### config.mk
export PLATFORM = sky130hd
export DESIGN_NAME = muldiv_unit
export DESIGN_NICKNAME = d
export VERILOG_FILES = /design/src/rtl/muldiv_unit.sv
export SDC_FILE = /design/constraint.sdc
export NUM_CORES = 1
export LEC_CHECK = 0
export ABC_CLOCK_PERIOD_IN_PS = 3200
export CAP_MARGIN = 20
export CORE_UTILIZATION = 40
export CTS_BUF_LIST = sky130_fd_sc_hd__clkbuf_4 sky130_fd_sc_hd__clkbuf_8 sky130_fd_sc_hd__clkbuf_16
export CTS_CLUSTER_SIZE = 12
export DETAILED_ROUTE_END_ITERATION = 8
export GPL_TIMING_DRIVEN = 0
export PLACE_DENSITY = 0.71
export SYNTH_ARGS = -nofsm -noshare
export SYNTH_HDL_FRONTEND = slang
export SYNTH_SLANG_ARGS = --single-unit
### constraint.sdc
create_clock -name clk -period 3.2 [get_ports clk]
set_input_delay 0.32 -clock clk [delete_from_list [all_inputs] [get_ports clk]]
set_output_delay 0.32 -clock clk [all_outputs]
set_load 0.005 [all_outputs]
### src/rtl/muldiv_unit.sv
// muldiv_unit -- iterative 32-bit multiply/divide engine feeding the HI/LO pair.
//
// Executes MULT/MULTU (radix-2 shift-add) and DIV/DIVU (restoring) over 32
// iterations on unsigned magnitudes. A final FIX cycle applies sign
// correction. Every operation takes a fixed 34 cycles from the accepting edge
// to the DONE cycle.
//
// Ports:
//   clk, rst     clock, synchronous active-high reset
//   start        request, sampled only while idle
//   op           00 MULT, 01 MULTU, 10 DIV, 11 DIVU (latched with start)
//   a, b         multiplicand/dividend, multiplier/divisor (latched with start)
//   busy         high from the cycle after an accepted start through DONE
//   done         one-cycle pulse in DONE
//   hi_out       HI result (product[63:32] or remainder)
//   lo_out       LO result (product[31:0] or quotient)
//   hi_we, lo_we write strobes, equal to done
//   div_by_zero  pulses with done when a divide had b == 0
module muldiv_unit (
   input  logic        clk,
   input  logic        rst,
   input  logic        start,
   input  logic [1:0]  op,
   input  logic [31:0] a,
   input  logic [31:0] b,
   output logic        busy,
   output logic        done,
   output logic [31:0] hi_out,
   output logic [31:0] lo_out,
   output logic        hi_we,
   output logic        lo_we,
   output logic        div_by_zero
);

   typedef enum logic [1:0] {IDLE, RUN, FIX, DONE} state_t;

   state_t      state, state_nxt;
   logic [4:0]  cnt;
   logic        is_div;
   logic        neg_q;     // product / quotient must be negated
   logic        neg_r;     // remainder must be negated (follows sign of a)
   logic        b_zero;
   logic        dbz_q;
   logic [31:0] a_q;       // original dividend, returned as HI on divide by zero
   logic [31:0] mcand;     // multiplicand magnitude, or divisor magnitude
   logic [63:0] acc;       // multiply: product/multiplier; divide: low half is dividend/quotient
   logic [31:0] rem;       // partial remainder; always < divisor so 32 bits suffice

   // Operand magnitudes at acceptance
   logic        sgn_op;
   logic [31:0] abs_a, abs_b;
   assign sgn_op = ~op[0];
   assign abs_a  = (sgn_op && a[31]) ? -a : a;
   assign abs_b  = (sgn_op && b[31]) ? -b : b;

   // One multiply step: add multiplicand into upper half, shift the 33-bit sum in
   logic [32:0] mul_sum;
   logic [63:0] mul_nxt;
   assign mul_sum = {1'b0, acc[63:32]} + (acc[0] ? {1'b0, mcand} : 33'd0);
   assign mul_nxt = {mul_sum, acc[31:1]};

   // One restoring divide step on a 33-bit shifted remainder
   logic [32:0] div_shift;
   logic        div_ge;
   logic [32:0] div_diff;
   assign div_shift = {rem, acc[31]};
   assign div_ge    = div_shift >= {1'b0, mcand};
   assign div_diff  = div_shift - {1'b0, mcand};

   // Sign-corrected results for FIX
   logic [63:0] prod_fix;
   logic [31:0] quo_fix, rem_fix;
   assign prod_fix = neg_q ? -acc : acc;
   assign quo_fix  = neg_q ? -acc[31:0] : acc[31:0];
   assign rem_fix  = neg_r ? -rem : rem;

   // State register
   always_ff @(posedge clk) begin
      if (rst) state <= IDLE;
      else     state <= state_nxt;
   end

   // Next-state logic
   always_comb begin
      state_nxt = state;
      case (state)
         IDLE: if (start) state_nxt = RUN;
         RUN:  if (cnt == 5'd31) state_nxt = FIX;
         FIX:  state_nxt = DONE;
         DONE: state_nxt = IDLE;
         default: state_nxt = IDLE;
      endcase
   end

   // Outputs decoded from the state register, stable for the whole cycle
   always_comb begin
      busy        = (state != IDLE);
      done        = (state == DONE);
      hi_we       = done;
      lo_we       = done;
      div_by_zero = done & dbz_q;
   end

   // Datapath
   always_ff @(posedge clk) begin
      if (rst) begin
         cnt    <= '0;
         is_div <= 1'b0;
         neg_q  <= 1'b0;
         neg_r  <= 1'b0;
         b_zero <= 1'b0;
         dbz_q  <= 1'b0;
         a_q    <= '0;
         mcand  <= '0;
         acc    <= '0;
         rem    <= '0;
         hi_out <= '0;
         lo_out <= '0;
      end else begin
         case (state)
            IDLE: if (start) begin
               cnt    <= '0;
               is_div <= op[1];
               neg_q  <= sgn_op & (a[31] ^ b[31]);
               neg_r  <= sgn_op & a[31];
               b_zero <= (b == 32'd0);
               a_q    <= a;
               acc    <= {32'd0, op[1] ? abs_a : abs_b};
               mcand  <= op[1] ? abs_b : abs_a;
               rem    <= '0;
            end
            RUN: begin
               cnt <= cnt + 5'd1;
               if (is_div) begin
                  rem       <= div_ge ? div_diff[31:0] : div_shift[31:0];
                  acc[31:0] <= {acc[30:0], div_ge};
               end else begin
                  acc <= mul_nxt;
               end
            end
            FIX: begin
               if (!is_div) begin
                  hi_out <= prod_fix[63:32];
                  lo_out <= prod_fix[31:0];
                  dbz_q  <= 1'b0;
               end else if (b_zero) begin
                  hi_out <= a_q;
                  lo_out <= 32'hFFFF_FFFF;
                  dbz_q  <= 1'b1;
               end else begin
                  // 0x80000000 / -1 falls out naturally: magnitude quotient
                  // 0x80000000, no negation, remainder 0.
                  hi_out <= rem_fix;
                  lo_out <= quo_fix;
                  dbz_q  <= 1'b0;
               end
            end
            default: ;
         endcase
      end
   end

endmodule

Yosys cells after proc, flatten, opt, wreduce, memory -nomap -nowiden
Index checks and enable logic that the tools add are counted.
Operators by class
  add/subtract/negate cells: 8
  multiply operators: 0
  div/mod/pow operators: 0
  magnitude comparators: 1
  equal/unequal tests: 8
  shifts and indexed selects: 0
  muxes and demuxes: 27
  bitwise logic cells: 5
  reductions and logical operators: 11
Operators with widths (number)
  two-way mux 32 bit: 16
  two-way mux 64 bit: 2
  negator 32 bit: 4
  case mux 64 bit (2 select lines): 1
  negator 64 bit: 1
  case mux 32 bit (2 select lines): 1
  adder 32 x 32 -> 33 bit: 1
  >= comparator 33 x 32 -> 1 bit: 1
  zero test 32 bit: 1
  subtractor 32 bit: 1
  case mux 5 bit (2 select lines): 1
  inequality test 2 bit, second input constant: 4
  case mux 2 bit (4 select lines): 1
  AND reduction 2 bit: 3
  AND reduction 3 bit: 2
  adder 5 x 1 -> 5 bit, second input constant: 1
  equality test 5 bit, second input constant: 1
  two-way mux 5 bit: 1
  equality test 2 bit, second input constant: 2
  two-way mux 2 bit: 2
  nonzero test 2 bit: 2
  bitwise AND 1 bit: 3
  equality test 2 x 1 -> 1 bit, second input constant: 1
  logical AND 1 bit: 2
  4 further kinds: 5
Storage, ports and cells
  bits in registers: 236
  bits in latches: 0
  memory bits (writable): 0
  ROM bits: 0
  input bits: 69
  output and inout port bits: 69
  logic and storage cells: 74
  memories: 0

Longest topological paths before layout
  word-level depth: 6
  mapped depth: 15
  gate-level depth less buffers: 14

Least setup slack after synthesis
No wires, ideal clock.
  path kind: reg-to-reg
  start: register acc[0]
  end: register acc[57]
  library setup time: 0.117 ns
  arrival: 3.039 ns
  data required time: 3.083 ns
  setup slack: 0.044 ns
  cell stages (with the launch flop): 15
  path buffers: 0
  clock period less this slack: 3.156 ns
  cells stage by stage: dfxtp_1 and2_1 ha_1 inv_1 fa_1 nor2b_1 o21ai_0 a21oi_1 o21ai_0 o31a_1 o31a_1 o21ai_0 a31oi_1 xnor2_1 a22o_1
On the way
  cells in the longest elaborated chain, start to end: 4
Ends and longest elaborated chain
  start, declared: RTL line 46  | logic [63:0] acc;
  start signal, assigned: RTL line 128  | acc <= {32'd0, op[1] ? abs_a : abs_b};
  start signal, assigned: RTL line 136  | acc[31:0] <= {acc[30:0], div_ge};
  start signal, assigned: RTL line 138  | acc <= mul_nxt;
  two-way mux 32 bit: RTL line 59  | assign mul_sum = {1'b0, acc[63:32]} + (acc[0] ? {1'b0, mcand} : 33'd0);
  adder 32 x 32 -> 33 bit: RTL line 59
  two-way mux 32 bit: RTL line 134  | if (is_div) begin
  case mux 64 bit (2 select lines): RTL line 120  | case (state)
No other way between the ends. The select of a mux whose other input is x is not followed.
A chain may end at the register's enable or synchronous reset.

Worst setup path after layout
  start: register mcand[7]
  end: register rem[28]
On the way
  cells in the longest elaborated chain, start to end: 4
  elaborated cells between the ends (all ways): 5
  those cells by class: 1 x add/sub; 1 x order compare; 3 x mux
Ends and longest elaborated chain
  start, declared: RTL line 45  | logic [31:0] mcand;
  start signal, assigned: RTL line 129  | mcand <= op[1] ? abs_b : abs_a;
  subtractor 32 bit or >= comparator 33 x 32 -> 1 bit (tied branches): RTL line 68, 67
  two-way mux 32 bit (*): RTL line 135  | rem <= div_ge ? div_diff[31:0] : div_shift[31:0];
  two-way mux 32 bit (*): RTL line 134
  case mux 32 bit (2 select lines) (*): RTL line 120
  end signal, assigned: RTL line 135
  end, declared: RTL line 47  | logic [31:0] rem;
Every way passes the cells marked *; elsewhere a longest branch is shown, timed or not. The select of a mux whose other input is x is not followed.

==> reports/qor.yml <==
routed_length_per_placed_instance_um: 23.7
initial_core_util: 0.410
worstMarginPinSlew_ns: 1.06
post-route-util: 0.501
route.detailed.drc: 0
clock_root_buffer: "sky130_fd_sc_hd__clkbuf_16"
failed_checks: "negative setup slack"
antennaDiodeCount: 0
worst_setup_path_start_kind: "register"
first_global_vias: 16900
syn_area_um2: 16900
port_buffers: 135
numCtsBuffers: 29
ys_top_cells_by_count: "269 x sky130_fd_sc_hd__nor2_1, 248 x sky130_fd_sc_hd__nand2_1, 236 x sky130_fd_sc_hd__dfxtp_1"
placed_cell_area_um2: 18900
worst_slack_ns: -0.0440
worst_setup_slack_for_register_to_register_paths_ns: -0.04
syn_to_final_growth_pct: 22.3
global_route.overflow_total: 0
finish_stage_setup_viols: 4
clock.fmax_ghz: 0.308
io_pins: 138
cts_tree: "built"
placement_rows: 74
antenna_violating_nets_post_route: 0
finalHoldViolCount: 0
routed_wirelength_mm: 71.0
globalplace.congestion: 1.03
antenna_found_initial: 1
detailed_place_hpwl_mm: 56.2
dieHeight_um: 207
synth.net_count: 2399
cap_viol_max_count: 0
clock_tree.htree_level_count: 1
clock-sinks: 236
relSlewSlack: 0.291
stdcell_area_um2: 20600
top_post_synthesis_cells_by_area: "sky130_fd_sc_hd__dfxtp_1 28%, sky130_fd_sc_hd__nor2_1 6.0%, sky130_fd_sc_hd__xor2_1 5.8%, sky130_fd_sc_hd__ha_1 5.6%, sky130_fd_sc_hd__nand2_1 5.5%"
synth_top_area_frac: 0.280
yosys_warnings: 0
timing.final.max_slew_violations: 0
period_minus_slack_ns: 3.24
synth_enable_flop_cells: 0
synth.lib_cells_used.distinct: 75
timing.setup.critical_path_class: "register to register"
die-width_um: 207
seq_area_frac_synth: 0.280
synthFlopType: "sky130_fd_sc_hd__dfxtp_1"
synthCells: 2253
worst_setup_path_end_kind: "register"
final_worst_clock_skew_ns: 0.0312
grt_max_degree: 16
ir_drop_uv: 513
global_route_wire_length_before_repair_mm: 105
arrival_ns: 3.69
clock_tree.buffer_depth: 3
vias_per_cell: 6.04
finalCritPeriodShare: 1.01
ys_seq_elements: 236
static-leakage-power_nw: 7.78
drt_first_pass_iters: 5
syn_avg_cell_area_um2: 7.49
num_vias: 18100
cts.clk_slew.worst_paths_ns: 0.06
track_usage: 0.317
ys_async_sr_fraction: 0
final_net_count: 2589
detail_route.iter0.violations: 1804
die-area_um2: 43000
drive_gt1_frac: 0.0978
worstHoldPathType: "input port to register"
path_max_fanout: 4
critical_path_required_ns: 3.65
dpl_worst_slack_ns: -0.734
floorplan.core_area_um2: 41200
run_status: "finished with violations"
synthMostInstantiatedCell: "sky130_fd_sc_hd__nor2_1"
clock_insertion_delay_worst_skew_ns: 0.59
power_per_cell_area_nw_per_um2: 719
synth_area_leader_cell: "sky130_fd_sc_hd__dfxtp_1"
grt_setup_unrepaired: "true"
whs_ns: 0.412
==> metrics by stage <==
step	instances	setup TNS [ns]	power (mW)
6_report	2995	-0.0921	14.8
5_1_grt	2995	-0.762	15.5
4_1_cts	2981	-0.0604	14.4
3_5_place_dp	2921	-39.13	10.9
3_3_place_gp	2920	-43.74	10.8
2_1_floorplan	2253	0	8.26
==> cells in the final DEF, fill, tap and decap left out, drive strengths merged, types with 33 or more instances in the layout <==
cell type and n:
nor3 56, xnor2 92, a211oi 96, mux2 33
xor2 111, buf 58, a21o 34, ha 75
nor2 271, nand3 33, o21ai 170, nand2 248
dfxtp 236, clkbuf 157, inv 68, a21oi 183
clkdlybuf4s50 135
==> path summary, 6_finish.rpt <==
check | depth (start not counted) | end | from
max | 12 | rem[28] | mcand[7]
min | 3 | a_q[26] | a[26]
max reg2reg | 12 | rem[28] | mcand[7]
min reg2reg | 2 | a_q[1] | a_q[1]
==> layout make-up <==
cell class,instances,area (µm²)
sequential,236,4740
clock buffer,38,825
clock inverter,13,134
multi-input combinational,1796,11800
tap,532,666
timing repair buffer,166,1590
buffer,147,632
inverter,67,262
fill,3996,20600
==> where the power goes <==
part           leakage (nW)  switching, mW  total, mW  internal (mW)
Clock                 0.465           1.43       3.34           1.91
Sequential             1.93          0.779       4.40           3.62
Combinational          5.38           4.33       7.10           2.76
==> cell families after synthesis <==
logic type | count (synthesis) | synth area share
compound gates | 692 | 0.264
flops | 236 | 0.280
xor+xnor | 203 | 0.105
fa+ha+maj | 77 | 0.0580
buf+inv | 221 | 0.0508
mux | 58 | 0.0368
simple gates | 766 | 0.206
==> metal layers <==
| layer | wire length, µm | vias to the layer above | global-route usage |
|---|---|---|---|
| met2 | 31100 | 867 | 0.491 |
| li1 | - | 8443 | - |
| met5 | 0 | - | 0 |
| met4 | 2340 | 0 | 0.101 |
| met1 | 30800 | 8664 | 0.440 |
| met3 | 6700 | 114 | 0.0628 |
==> flip-flops by register name, indices dropped and copies added, names as in the netlist <==
name    flops
mcand      32
dbz_q       1
lo_out     32
is_div      1
state       2
rem        32
cnt         5
neg_q       1
neg_r       1
a_q        32
hi_out     32
b_zero      1
acc        64
==> worst max-delay path, cell delays in order (launching register included) <==
cell	delay [ns]
sky130_fd_sc_hd__dfxtp_2	0.36
sky130_fd_sc_hd__clkinvlp_4	0.23
sky130_fd_sc_hd__ha_4	0.30
sky130_fd_sc_hd__and3_4	0.18
sky130_fd_sc_hd__a221o_1	0.33
sky130_fd_sc_hd__o21bai_4	0.20
sky130_fd_sc_hd__a221oi_4	0.28
sky130_fd_sc_hd__o22ai_2	0.16
sky130_fd_sc_hd__a311o_1	0.42
sky130_fd_sc_hd__a221oi_2	0.29
sky130_fd_sc_hd__xnor2_1	0.13
sky130_fd_sc_hd__mux2i_1	0.16
sky130_fd_sc_hd__o21ai_1	0.07
==> what timing repair did <==
| action | CTS | global route |
|---|---|---|
| pin swaps | 12 | 29 |
| resized for setup | 62 | 86 |
| hold buffers | 0 | 0 |
| hold endpoints to repair | 0 | 0 |
| setup endpoints to repair | 81 | 72 |
| setup buffers | 13 | 17 |
Note: power is estimated with default switching activity, not from simulation.
